===== src/rtl/acq_timing_pkg.sv =====
// Shared types and helpers for the multi-channel acquisition timebase.
package acq_timing_pkg;

  typedef enum logic [1:0] {
    ST_IDLE  = 2'd0,
    ST_BLANK = 2'd1,
    ST_RUN   = 2'd2
  } state_t;

  localparam int unsigned MIN_PERIOD = 2;

  // LSB index of channel k inside a flat bus of w-bit fields.
  function automatic int unsigned ch_lsb(input int unsigned k, input int unsigned w);
    return k * w;
  endfunction

endpackage


===== src/rtl/acq_period_ctr.sv =====
// One acquisition channel: shadow/active period, clamp with sticky error, frame-aligned counter.
module acq_period_ctr
  import acq_timing_pkg::*;
#(
  parameter int unsigned CNT_W      = 32,
  parameter int unsigned DEF_PERIOD = 100_000
) (
  input  logic             i_clk,
  input  logic             i_rst,
  input  logic             i_run,
  input  logic             i_frame,
  input  logic             i_reload,
  input  logic             i_en,
  input  logic             i_ld,
  input  logic [CNT_W-1:0] i_period,
  output logic             o_pulse,
  output logic             o_cfg_err
);

  logic [CNT_W-1:0] r_shadow;
  logic [CNT_W-1:0] r_active;
  logic [CNT_W-1:0] r_cc;
  logic [CNT_W-1:0] w_cc;
  logic             r_cfg_err;
  logic             w_illegal;

  assign w_illegal = (i_period < CNT_W'(MIN_PERIOD));

  always_ff @(posedge i_clk or posedge i_rst) begin
    if (i_rst) begin
      r_shadow  <= CNT_W'(DEF_PERIOD);
      r_cfg_err <= 1'b0;
    end else if (i_ld) begin
      r_shadow <= w_illegal ? CNT_W'(MIN_PERIOD) : i_period;
      if (w_illegal) r_cfg_err <= 1'b1;
    end
  end

  always_ff @(posedge i_clk or posedge i_rst) begin
    if (i_rst) begin
      r_active <= CNT_W'(DEF_PERIOD);
    end else if (i_reload) begin
      r_active <= r_shadow;
    end
  end

  // The frame pulse truncates any partial period: the count seen this cycle is 0.
  assign w_cc = i_frame ? '0 : r_cc;

  always_ff @(posedge i_clk or posedge i_rst) begin
    if (i_rst) begin
      r_cc <= '0;
    end else if (!i_run) begin
      r_cc <= '0;
    end else if (w_cc == (r_active - CNT_W'(1))) begin
      r_cc <= '0;
    end else begin
      r_cc <= w_cc + CNT_W'(1);
    end
  end

  assign o_pulse   = i_run & i_en & (w_cc == '0);
  assign o_cfg_err = r_cfg_err;

endmodule


===== src/rtl/acq_timebase_mc.sv =====
// Multi-channel acquisition timebase: start sync, blank window, frame pulses, per-channel pulses.
module acq_timebase_mc
  import acq_timing_pkg::*;
#(
  parameter int unsigned CH_NUM       = 4,
  parameter int unsigned CNT_W        = 32,
  parameter int unsigned BLANK_CYCLES = 1_000_000,
  parameter int unsigned FRAME_CYCLES = 2_500_000,
  parameter int unsigned DEF_PERIOD   = 100_000
) (
  input  logic                    sys_clk_i,
  input  logic                    rst_i,
  input  logic                    gpio_start_trigger_i,
  input  logic                    stop_i,
  input  logic [CH_NUM-1:0]       ch_en_i,
  input  logic [CH_NUM*CNT_W-1:0] ch_period_i,
  input  logic                    ch_period_ld_i,
  output logic                    blank_window_o,
  output logic                    frame_pulse_o,
  output logic [CH_NUM-1:0]       ch_pulse_o,
  output logic [31:0]             frame_cnt_o,
  output logic                    running_o,
  output logic [CH_NUM-1:0]       cfg_err_o
);

  logic             r_sync1;
  logic             r_sync2;
  logic             r_sync2_d;
  logic             r_edge;
  state_t           r_state;
  state_t           w_state_nxt;
  logic [CNT_W-1:0] r_bc;
  logic [CNT_W-1:0] r_fc;
  logic [31:0]      r_frame_cnt;
  logic             w_blank_entry;
  logic             w_blank_done;
  logic             w_frame;
  logic             w_run;

  always_ff @(posedge sys_clk_i or posedge rst_i) begin
    if (rst_i) begin
      r_sync1   <= 1'b0;
      r_sync2   <= 1'b0;
      r_sync2_d <= 1'b0;
      r_edge    <= 1'b0;
    end else begin
      r_sync1   <= gpio_start_trigger_i;
      r_sync2   <= r_sync1;
      r_sync2_d <= r_sync2;
      r_edge    <= r_sync2 & ~r_sync2_d;
    end
  end

  assign w_run         = (r_state == ST_RUN);
  assign w_blank_entry = (r_state == ST_IDLE) & r_edge & ~stop_i;
  assign w_blank_done  = (r_bc == CNT_W'(BLANK_CYCLES - 1));
  assign w_frame       = w_run & (r_fc == '0);

  always_ff @(posedge sys_clk_i or posedge rst_i) begin
    if (rst_i) begin
      r_state <= ST_IDLE;
    end else begin
      r_state <= w_state_nxt;
    end
  end

  always_comb begin
    w_state_nxt = r_state;
    if (stop_i) begin
      w_state_nxt = ST_IDLE;
    end else begin
      unique case (r_state)
        ST_IDLE:  if (r_edge) w_state_nxt = ST_BLANK;
        ST_BLANK: if (w_blank_done) w_state_nxt = ST_RUN;
        ST_RUN:   w_state_nxt = ST_RUN;
        default:  w_state_nxt = ST_IDLE;
      endcase
    end
  end

  always_ff @(posedge sys_clk_i or posedge rst_i) begin
    if (rst_i) begin
      r_bc <= '0;
    end else if ((r_state == ST_BLANK) && (w_state_nxt == ST_BLANK)) begin
      r_bc <= r_bc + CNT_W'(1);
    end else begin
      r_bc <= '0;
    end
  end

  always_ff @(posedge sys_clk_i or posedge rst_i) begin
    if (rst_i) begin
      r_fc <= '0;
    end else if (w_run && (w_state_nxt == ST_RUN)) begin
      r_fc <= (r_fc == CNT_W'(FRAME_CYCLES - 1)) ? '0 : r_fc + CNT_W'(1);
    end else begin
      r_fc <= '0;
    end
  end

  // Held across stop so software can read it; cleared only when a new start is accepted.
  always_ff @(posedge sys_clk_i or posedge rst_i) begin
    if (rst_i) begin
      r_frame_cnt <= '0;
    end else if (w_blank_entry) begin
      r_frame_cnt <= '0;
    end else if (w_frame) begin
      r_frame_cnt <= r_frame_cnt + 32'd1;
    end
  end

  for (genvar k = 0; k < CH_NUM; k++) begin : g_ch
    acq_period_ctr #(
      .CNT_W      (CNT_W),
      .DEF_PERIOD (DEF_PERIOD)
    ) u_ctr (
      .i_clk     (sys_clk_i),
      .i_rst     (rst_i),
      .i_run     (w_run),
      .i_frame   (w_frame),
      .i_reload  (w_frame | w_blank_entry),
      .i_en      (ch_en_i[k]),
      .i_ld      (ch_period_ld_i),
      .i_period  (ch_period_i[ch_lsb(k, CNT_W) +: CNT_W]),
      .o_pulse   (ch_pulse_o[k]),
      .o_cfg_err (cfg_err_o[k])
    );
  end

  assign blank_window_o = (r_state == ST_BLANK);
  assign frame_pulse_o  = w_frame;
  assign running_o      = (r_state != ST_IDLE);
  assign frame_cnt_o    = r_frame_cnt;

endmodule


===== config.mk =====
export PLATFORM = sky130hd
export DESIGN_NAME = acq_timebase_mc
export DESIGN_NICKNAME = d
export VERILOG_FILES = /design/src/rtl/acq_timing_pkg.sv /design/src/rtl/acq_period_ctr.sv /design/src/rtl/acq_timebase_mc.sv
export SDC_FILE = /design/constraint.sdc
export NUM_CORES = 1
export LEC_CHECK = 0
export BUFFER_PORTS_ARGS = -buffer_cell sky130_fd_sc_hd__buf_2
export CAP_MARGIN = 20
export CORE_ASPECT_RATIO = 2
export CORE_MARGIN = 4
export CORE_UTILIZATION = 40
export DETAILED_ROUTE_END_ITERATION = 6
export PLACE_DENSITY = 0.55
export SYNTH_ARGS = -nofsm -noshare
export SYNTH_HDL_FRONTEND = slang
export SYNTH_HIERARCHICAL = 1
export SYNTH_SLANG_ARGS = --single-unit

===== constraint.sdc =====
create_clock -name sys_clk_i -period 5 [get_ports sys_clk_i]
set_input_delay 0.25 -clock sys_clk_i [delete_from_list [all_inputs] [get_ports sys_clk_i]]
set_output_delay 0.25 -clock sys_clk_i [all_outputs]
set_load 0.005 [all_outputs]

==> reports/qor.yml, run 1 <==
logic_synthesis:
  yosysWarningCount: 6
  syn_area_mm2: 0.0277
  synth_flop_cell: "dfrtp_1"
  ys_async_sr_fraction: 1.00
  syn-instance-count: 2734
  synth_top_area_share: 0.399
  synth_area_leaders: "dfrtp_1 (40%), mux2_2 (9.6%), xnor2_1 (7.1%)"
  seq_area_frac_synth: 0.444
  ys_seq_elements: 490
  synthTopCellsByCount: "dfrtp_1 (442), nor2_1 (238), mux2_2 (236)"
  synth_fp_nets: 2887
  synth.avg_cell_area_um2: 10.1
  synth_edf_count: 0
  synth.most_common_cell: "dfrtp_1"
  synthDistinctLibCells: 66
  synth_top_cell_by_area: "dfrtp_1"
sta:
  worst_pin_slew_ns: 1.08
  fin_setup_tns_ns: 0
  setup_viol: 0
  skew_ns: 0.0280
  relSlewSlack: 0.275
  fin_crit_ns: 4.41
  period_share: 0.883
  hold_viol_final: 0
  max_freq_mhz: 227
  slew_violations: 0
  grt_setup_unrepaired: "false"
final_layout:
  multiInputGateArea_mm2: 0.0145
  regArea_mm2: 0.0123
  final_nets: 3148
  nFillCells: 6527
  utilization: 0.471
  layout-drive-gt1-share: 0.226
  syn2layout_area_growth_pct: 16.8
clocking:
  post_cts_resized: 0
  numCtsBuffers: 48
  cts_sinks: 490
  cts_tree: "yes"
  cts.hold.buffers_added: 133
  root_buffer: "clkbuf_16"
  path_clk_slew_ns: 0.07
  clkLatencyLatePin_ns: 0.61
  cts_buffer_depth: 3
  htreeDepth: 2
  post_cts_buffers: 0
critical_path:
  criticalPathCategory: "flip-flop to flip-flop"
  worst-path-max-fanout: 32
  r2r_slack_ns: 0.59
  cp.required_ns: 5.42
  end_kind: "flip-flop"
  crit_arrival_ns: 4.84
  crit_path_start_kind: "flip-flop"
die:
  coreArea_mm2: 0.0687
  initial_utilization: 0.404
  fp-row-count: 136
  die-area_mm2: 0.0739
  die_h_um: 380
  pin_count: 180
  die_w_um: 194
status:
  outcome: "finished clean"
power:
  vdd.ir_drop.worst_v: 0.000256
  power_density_mw_per_mm2: 332
  share_comb_of_total_power: 0.168
  p_sw_frac: 0.289
  p_int_w: 0.00765
  p_leak_nw: 12.8
  clockPowerShare: 0.367
  p_seq_frac: 0.465
  p_sw_w: 0.00310
place:
  portBuffers: 179
  gp_congestion: 0.889
  place_hpwl_um: 57200
detailed_routing:
  ant_nets: 0
  dr.first_iter.drc_count: 939
  drc: 0
  vias_per_cell: 5.47
  wl_um: 76800
  via_count: 21500
  detail_route.first_pass.iterations: 7
  routedWlPerCell_um: 19.5
grt:
  grtUsageTotal: 0.205
  grt_antenna_before_repair: 4
  grt_pass1_vias: 22800
  grt_max_degree: 63
  grt-ovfl-total: 0
  grt_pass1_wl_um: 124000
min_path:
  hold_class: "input pin to flip-flop"
flow_run:
  cap_violations: 0
per-stage QoR:
stage	worst slack (ns)	total power (W)	std cells	hold slack (ns)	instance area, um2
after floorplan	1.14	0.00623	2734	0.281	27700
after global placement	0.656	0.00675	3708	0.333	29400
after detailed placement	0.532	0.00680	3709	0.337	29400
after CTS	0.511	0.0109	3931	0.200	32400
after global routing	0.281	0.0113	3933	0.247	32400
final	0.586	0.0107	3934	0.245	32400
cells in the final DEF, fill, tap and decap left out, drive strengths merged, types with 12 or more instances in the layout:
cell type and instances:
nand4 60, or4 36, a21oi 46, o21ai 60, inv 51, o211ai 13
or3 28, nor3 134, xor2 143, dfrtp 442, nor3b 13, o32ai 12
clkbuf 59, clkinv 14, ha 16, nand3 125, dlygate4sd3 133, nand2b 85
nor4 135, or2 17, buf 216, xnor2 224, nor2 242, a31oi 21
nand2 173, dfstp 48, nor2b 58, mux2i 26, mux2 236, nor4bb 16
and3 39
registers in the layout, summed over array words and instances, names as in the netlist:
register / cells
r_bc: 32
r_fc: 32
g_ch.u_ctr/r_shadow: 128
r_sync2_d: 1
r_sync2: 1
r_edge: 1
r_sync1: 1
r_state: 2
g_ch.u_ctr/o_cfg_err: 4
frame_cnt_o: 32
g_ch.u_ctr/r_cc: 128
g_ch.u_ctr/r_active: 128
power by group through the flow:
stage                     sequential [W]  combinational, W  clock [W]
after floorplan                  0.00480           0.00143          0
after global placement           0.00505           0.00169          0
after detailed placement         0.00507           0.00172          0
after CTS                        0.00500           0.00182    0.00409
after global routing             0.00507           0.00199    0.00423
final                            0.00500           0.00180    0.00394
worst max-delay path, cell delays in order, from the launching register on:
cell and delay, ns:
dfrtp_1 0.43, nor4_1 0.44, nand2_1 0.36, nor3_4 0.71, buf_12 0.24, nor2b_1 0.07, xnor2_1 0.13, or3_1 0.31
a221oi_1 0.28, nand3_1 0.12, a2111o_1 0.40, nor4_4 0.20, buf_4 0.39, nor3_1 0.11
metal layers:
metal	track usage	vias to the layer above	wire, um
li1	-	10200	-
met1	0.227	10700	29100
met2	0.397	405	42300
met3	0.0276	150	2600
met4	0.0725	4	2710
met5	0	-	27
path summary, 6_finish.rpt:
check                               start                          to  cells after the start
max                              r_fc[28]       g_ch[3].u_ctr/r_cc[3]                     13
min                        ch_period_ld_i   g_ch[2].u_ctr/r_shadow[0]                      3
min in group asynchronous           rst_i  g_ch[3].u_ctr/r_shadow[28]                      3
max reg2reg                      r_fc[28]       g_ch[3].u_ctr/r_cc[3]                     13
max in group asynchronous           rst_i             frame_cnt_o[21]                      4
min reg2reg                       r_sync1                     r_sync2                      0
cell type report:
cell class / count / area share
Clock inverter: 30 / 0.0113
Antenna cell: 3 / 0.000232
Multi-Input combinational cell: 2060 / 0.447
Inverter: 46 / 0.00571
Tap cell: 897 / 0.0346
Clock buffer: 59 / 0.0408
Sequential cell: 490 / 0.380
Timing Repair Buffer: 349 / 0.0805
cell families after synthesis:
| family | Yosys count | synth area share |
|---|---|---|
| buffers and inverters | 184 | 0.0347 |
| muxes | 262 | 0.105 |
| DFF | 490 | 0.444 |
| and+or+nand+nor | 1212 | 0.245 |
| adders and majority gates | 16 | 0.00721 |
| AOI/OAI and AO/OA | 203 | 0.0480 |
| xor gates and xnor gates | 367 | 0.116 |
Note: power is estimated with default switching activity, not from simulation.
==> run 2: changes to the inputs <==
--- a/config.mk
+++ b/config.mk
@@ -12,6 +12,7 @@
 export CORE_UTILIZATION = 40
 export DETAILED_ROUTE_END_ITERATION = 6
 export PLACE_DENSITY = 0.55
+export REMOVE_ABC_BUFFERS = 1
 export SYNTH_ARGS = -nofsm -noshare
 export SYNTH_HDL_FRONTEND = slang
 export SYNTH_HIERARCHICAL = 1
==> constraint.sdc (replaced) <==
create_clock -name sys_clk_i -period 5 [get_ports sys_clk_i]
set_input_delay 0.25 -clock sys_clk_i [delete_from_list [all_inputs] [get_ports sys_clk_i]]
set_output_delay 0.25 -clock sys_clk_i [all_outputs]
set_load 0.1 [all_outputs]
==> reports/qor.yml, run 2 (synthesis gave the netlist of run 1 again) <==
critical_path:
  path_cells: "nor4_1, nand2_1, nor3_4, buf_4, buf_4, and2b_2, xnor2_1, or3_1, a2111o_1, nor4_4, buf_4, nor3_1"
  cp.buffers_inverters: 3  # +1
  criticalPathCategory: "flip-flop to flip-flop"
  crit_path_start_kind: "flip-flop"
  end_kind: "flip-flop"
  crit_slowest_cell: "nor4_1"
  crit_arrival_ns: 4.80  # -0.04 ns
  max_stage_delay_ns: 0.50  # -0.21 ns
  worst-path-max-fanout: 32  # unchanged
  cp.required_ns: 5.43  # about the same
  crit_top_cell: "buf_4"
  critical-path-top-delay-family: "simple AND/OR/NAND/NOR gates"
detailed_routing:
  via_count: 21700  # +1.0%
  routedWlPerCell_um: 19.9  # +2.1%
  wl_um: 78500  # +2.2%
  detail_route.first_pass.iterations: 5  # -2
  drc: 0  # unchanged
  dr.first_iter.drc_count: 1045  # +11%
  vias_per_cell: 5.52  # +0.94%
  ant_nets: 0  # unchanged
final_layout:
  stdcell_count: 3938  # +0.10%
  utilization: 0.469  # -0.00202
  final_nets: 3146  # -0.064%
  mostFrequentLayoutCells: "dfrtp_1 (442), nor2_1 (238), mux2_2 (236), xnor2_1 (224), buf_2 (178)"
  final_design_area_no_fill_mm2: 0.0323  # -0.43%
  nFillCells: 6546  # +0.29%
  top_regs: "g_ch.u_ctr/r_active (128), g_ch.u_ctr/r_cc (128), g_ch.u_ctr/r_shadow (128)"
  syn2layout_area_growth_pct: 16.3
  final_common_cell: "dfrtp_1"
  layout-drive-gt1-share: 0.222  # -0.00348
sta:
  relSlewSlack: 0.291  # +0.0157
  slew_violations: 0  # unchanged
  max_freq_mhz: 229  # +0.90%
  setup_viol: 0  # unchanged
  worst_pin_slew_ns: 1.06  # -0.0136 ns
  hold_viol_final: 0  # unchanged
  skew_ns: 0.0193  # -0.00876 ns
  fin_crit_ns: 4.37  # -0.0395 ns
  timing.hold.ws_ns: 0.252  # +0.00705 ns
  grt_setup_unrepaired: "false"
  period_share: 0.875  # -0.00790
grt:
  grtUsageTotal: 0.209  # +0.00388
  grt_pass1_vias: 23200  # +1.6%
  grt-ovfl-total: 0  # unchanged
  grt_pass1_wl_um: 126000  # +1.7%
  grt_max_degree: 71  # +13%
  grt_antenna_before_repair: 12  # +8
power:
  p_sw_frac: 0.290  # +0.00186
  power_density_mw_per_mm2: 328  # -0.94%
  p_sw_w: 0.00308  # -0.73%
  finalPower_w: 0.0106  # -1.4%
  clockPowerShare: 0.356  # -0.011
  share_comb_of_total_power: 0.170  # +0.002
  vdd.ir_drop.worst_v: 0.000282  # +10%
  p_int_w: 0.00752  # -1.6%
  p_seq_frac: 0.474  # +0.009
  p_leak_nw: 12.7  # -0.51%
clocking:
  cts_buffer_depth: 3  # unchanged
  cts_tree: "yes"
  root_buffer: "clkbuf_16"
  htreeDepth: 2  # unchanged
  cts_sinks: 490  # unchanged
  path_clk_slew_ns: 0.07  # about the same
  clkLatencyLatePin_ns: 0.61  # about the same
  numCtsBuffers: 47  # -2.1%
  post_cts_buffers: 0  # unchanged
place:
  place_hpwl_um: 58200  # +1.7%
  portBuffers: 179  # unchanged
  gp_congestion: 0.886  # -0.42%
  place_inst: 3705  # -0.11%
  place_area_mm2: 0.0293  # -0.35%
die:
  die-area_mm2: 0.0739  # unchanged
  initial_utilization: 0.404  # unchanged
  coreArea_mm2: 0.0687  # unchanged
  die_h_um: 380  # unchanged
  fp-row-count: 136  # unchanged
  die_w_um: 194  # unchanged
  pin_count: 180  # unchanged
min_path:
  hold_class: "input pin to flip-flop"
status:
  outcome: "finished clean"
flow_run:
  cap_violations: 0  # unchanged
==> run 2: layer usage <==
metal	track usage	share of wire
met5	0	0.00043
met4	0.0943	0.049
met3	0.0293	0.036
met2	0.409	0.55
met1	0.218	0.36
==> run 2: worst register-to-register path: cells and delay by family (launching register included) <==
family | cells | cell delay (ns)
buffers and inverters | 3 | 0.91
XOR/XNOR | 1 | 0.13
AND/OR/NAND/NOR | 7 | 2.27
AO/OA/AOI/OAI | 1 | 0.46
flip-flops | 1 | 0.43
==> run 2: power groups by stage <==
stage          clock network, W  registers [W]  logic (W)
6_report                0.00377        0.00502    0.00181
5_1_grt                 0.00406        0.00509    0.00200
4_1_cts                 0.00391        0.00503    0.00182
3_3_place_gp                  0        0.00508    0.00169
3_5_place_dp                  0        0.00510    0.00172
2_1_floorplan                 0        0.00487    0.00134
==> run 2: worst paths after layout <==
check                      slack (ns)                    endpoint            from  cells after the start
max                              0.63      g_ch[3].u_ctr/r_cc[31]        r_fc[28]                     12
min                              0.25   g_ch[1].u_ctr/r_shadow[6]  ch_period_ld_i                      2
max reg2reg                      0.63      g_ch[3].u_ctr/r_cc[31]        r_fc[28]                     12
min reg2reg                      0.35                     r_sync2         r_sync1                      0
max in group asynchronous        3.31                    r_fc[15]           rst_i                      4
min in group asynchronous        0.42  g_ch[2].u_ctr/r_active[19]           rst_i                      3
==> run 2: what timing repair did <==
item	4_1_cts	5_1_grt
gates resized for setup	0	0
hold endpoints to repair	309	0
hold buffers	135	0
setup endpoints to repair	0	0
==> run 2: area by class of cell <==
class	count	area (um2)	area share
Inverter	46	185	0.00574
Timing Repair Buffer	348	2540	0.0787
Sequential cell	490	12300	0.382
Multi-Input combinational cell	2060	14500	0.449
Antenna cell	9	22.5	0.000698
Clock inverter	22	267	0.00826
Clock buffer	66	1340	0.0415
Tap cell	897	1120	0.0348
==> run 2: per-stage QoR <==
step / TNS (ns) / setup slack (ns)
after floorplan: -1251.75 / -4.80
after global placement: 0 / 0.722
after detailed placement: 0 / 0.650
after CTS: 0 / 0.616
after global routing: 0 / 0.238
final: 0 / 0.625
==> run 3: changes to the inputs <==
--- a/config.mk
+++ b/config.mk
@@ -9,11 +9,10 @@
 export CAP_MARGIN = 20
 export CORE_ASPECT_RATIO = 2
 export CORE_MARGIN = 4
-export CORE_UTILIZATION = 40
+export CORE_UTILIZATION = 55
 export DETAILED_ROUTE_END_ITERATION = 6
-export PLACE_DENSITY = 0.55
+export PLACE_DENSITY = 0.71
 export REMOVE_ABC_BUFFERS = 1
 export SYNTH_ARGS = -nofsm -noshare
 export SYNTH_HDL_FRONTEND = slang
-export SYNTH_HIERARCHICAL = 1
 export SYNTH_SLANG_ARGS = --single-unit
==> constraint.sdc (replaced) <==
create_clock -name sys_clk_i -period 5.1 [get_ports sys_clk_i]
set_input_delay 0.255 -clock sys_clk_i [delete_from_list [all_inputs] [get_ports sys_clk_i]]
set_output_delay 0.255 -clock sys_clk_i [all_outputs]
set_load 0.1 [all_outputs]
==> reports/qor.yml, run 3 <==
final_layout:
  top_regs: "g_ch.u_ctr.r_active (128), g_ch.u_ctr.r_cc (128), g_ch.u_ctr.r_shadow (128)"
  regArea_mm2: 0.0123  # unchanged
  layout-drive-gt1-share: 0.152  # -0.0702
  final_common_cell: "nand2_1"
  multiInputGateArea_mm2: 0.0143  # -1.3%
  stdcell_count: 3892  # -1.2%
  nFillCells: 4058  # -38%
  mostFrequentLayoutCells: "nand2_1 (524), dfrtp_1 (442), nor2_1 (233), nor3_1 (194), buf_2 (178)"
  final_nets: 3368  # +7.1%
  syn2layout_area_growth_pct: 15.1
place:
  gp_congestion: 0.957  # +8.1%
  dp_worst_setup_slack_ns: 0.886  # +0.236 ns
  place_hpwl_um: 56100  # -3.5%
  portBuffers: 179  # unchanged
  place_inst: 3681  # -0.65%
min_path:
  holdPathEnd: "g_ch[3].u_ctr.r_shadow[12]"
  hold_class: "input pin to flip-flop"
  whs_path_depth: 2  # unchanged
  hp-start: "ch_period_i[108]"
grt:
  grt-ovfl-total: 0  # unchanged
  grt_antenna_before_repair: 1  # -11
  grt_max_degree: 148  # +110%
  grt_pass1_vias: 24600  # +6.1%
  grtUsageTotal: 0.291  # +0.0814
  grt_pass1_wl_um: 128000  # +1.5%
clocking:
  cts_sinks: 490  # unchanged
  htreeDepth: 2  # unchanged
  cts_tree: "yes"
  numCtsBuffers: 44  # -6.4%
  post_cts_buffers: 0  # unchanged
  clkLatencyLatePin_ns: 0.59  # -0.02 ns
  cts_buffer_depth: 3  # unchanged
  root_buffer: "clkbuf_16"
  path_clk_slew_ns: 0.06  # about the same
  post_cts_resized: 0  # unchanged
detailed_routing:
  ant_nets: 0  # unchanged
  wl_um: 78400  # about the same
  dr.first_iter.drc_count: 1576  # +51%
  via_count: 23500  # +8.2%
  drc: 0  # unchanged
  vias_per_cell: 6.04  # +9.5%
  detail_route.first_pass.iterations: 5  # unchanged
  routedWlPerCell_um: 20.2  # +1.2%
critical_path:
  crit_path_start_kind: "flip-flop"
  max_stage_delay_ns: 0.73  # +0.23 ns
  reg2reg_depth: 12  # unchanged
  reg2reg_to: "g_ch[3].u_ctr.r_cc[9]"
  path_cells: "inv_1, ha_1, or4b_1, or4_1, nor4_1, xor2_1, a221o_1, or4_1, nor4_1, and4_1, buf_4, nor3_1"
  cp.required_ns: 5.52  # +0.09 ns
  critical-path-top-delay-family: "simple AND/OR/NAND/NOR gates"
  r2r-start: "g_ch[3].u_ctr.r_active[0]"
  end_kind: "flip-flop"
  cp.buffers_inverters: 2  # -1
  crit_slowest_cell: "or4_1"
  worst-path-max-fanout: 32  # unchanged
  r2r_slack_ns: 0.86  # +0.24 ns
  criticalPathCategory: "flip-flop to flip-flop"
  crit_arrival_ns: 4.66  # -0.14 ns
sta:
  grt_setup_unrepaired: "false"
  period_share: 0.831  # -0.0438
  final.setup.worst_slack_ns: 0.861  # +0.236 ns
  relSlewSlack: 0.304  # +0.0138
  fin_crit_ns: 4.24  # -0.136 ns
  worst_pin_slew_ns: 1.03  # -0.0302 ns
  setup_viol: 0  # unchanged
  skew_ns: 0.0232  # +0.00397 ns
  slew_violations: 0  # unchanged
  timing.hold.ws_ns: 0.0171  # -0.235 ns
  hold_viol_final: 0  # unchanged
  max_freq_mhz: 236  # +3.2%
  fin_setup_tns_ns: 0  # unchanged
logic_synthesis:
  ys_async_sr_fraction: 1.00  # unchanged
  seq_area_frac_synth: 0.449  # +0.00445
  synth.avg_cell_area_um2: 9.20  # -9.4%
  syn-instance-count: 2987  # +9.3%
  synth_top_cell_by_area: "dfrtp_1"
  synth_top_area_share: 0.403  # +0.00399
  synth_area_leaders: "dfrtp_1 (40%), nand2_1 (7.2%), xor2_1 (5.5%)"
  synth_edf_count: 0  # unchanged
  ys_seq_elements: 490  # unchanged
  yosysWarningCount: 0  # -6
  synth_flop_cell: "dfrtp_1"
  synth.most_common_cell: "nand2_1"
  synthTopCellsByCount: "nand2_1 (525), dfrtp_1 (442), nor2_1 (234)"
  synthDistinctLibCells: 81  # +23%
  syn_area_mm2: 0.0275  # -0.99%
die:
  die_h_um: 324  # -15%
  die-area_mm2: 0.0538  # -27%
  die_w_um: 166  # -15%
  pin_count: 180  # unchanged
  fp-row-count: 115  # -15%
  coreArea_mm2: 0.0494  # -28%
  initial_utilization: 0.557  # +0.153
status:
  outcome: "finished clean"
power:
  p_leak_nw: 13.2  # +3.9%
  power_density_mw_per_mm2: 316  # -3.8%
  vdd.ir_drop.worst_v: 0.000277  # -1.8%
flow_run:
  cap_violations: 0  # unchanged
## run 3: timing repair
item                                    CTS  global route
endpoints found under the setup margin    0             0
hold endpoints to repair                213             0
hold buffers                            130             0
## run 3: cell families after synthesis
family | after synthesis | synth area share
buffers and inverters | 222 | 0.0333
adders and majority gates | 16 | 0.00729
AOI/OAI and AO/OA | 223 | 0.0547
muxes | 142 | 0.0572
and+or+nand+nor | 1542 | 0.280
DFF | 490 | 0.449
xor gates and xnor gates | 352 | 0.119
## run 3: where the power goes
group          internal [W]  switching, W  total [W]
sequential          0.00427      0.000438    0.00471
clock               0.00190       0.00149    0.00339
combinational      0.000840       0.00106    0.00190
## run 3: worst max path at each step
stage,startpoint,end,slack (ns),cells after the start
global route,g_ch[3].u_ctr.r_active[0],g_ch[3].u_ctr.r_cc[9],0.61,12
finish,g_ch[3].u_ctr.r_active[0],g_ch[3].u_ctr.r_cc[9],0.86,12
global placement,g_ch[3].u_ctr.r_active[0],g_ch[3].u_ctr.r_cc[5],0.99,12
floorplan,rst_i,frame_cnt_o[0],-8.75,1
detailed placement,g_ch[3].u_ctr.r_active[0],g_ch[3].u_ctr.r_cc[9],0.89,12
CTS,g_ch[3].u_ctr.r_active[0],g_ch[3].u_ctr.r_cc[9],0.87,12
## run 3: area by class of cell
class / count / share of cell area
Multi-Input combinational cell: 2275 / 0.452
Sequential cell: 490 / 0.390
Timing Repair Buffer: 343 / 0.0798
Clock buffer: 66 / 0.0406
Tap cell: 643 / 0.0254
Inverter: 61 / 0.00752
Clock inverter: 13 / 0.00510
Antenna cell: 1 / 0.0000791
## run 3: worst reg2reg max path, stage by stage, from the launching register on
cell and delay (ns):
dfrtp_1 0.41, inv_1 0.10, ha_1 0.19, or4b_1 0.50, or4_1 0.73, nor4_1 0.40, xor2_1 0.15, a221o_1 0.37
or4_1 0.39, nor4_1 0.19, and4_1 0.22, buf_4 0.32, nor3_1 0.13
## run 3: layer usage
layer	wire (um)	part of all wire	GRT usage
met5	0	0	0
met4	5970	0.076	0.191
met3	3060	0.039	0.0317
met2	41100	0.52	0.531
met1	28300	0.36	0.319
## run 3: metrics by stage
stage	cell area, um2	power (W)	util
6_report	31600	0.0100	0.641
5_1_grt	31600	0.0105	0.641
4_1_cts	31600	0.0100	0.640
3_5_place_dp	28900	0.00657	0.585
3_3_place_gp	28900	0.00651	0.585
2_1_floorplan	26800	0.00597	-
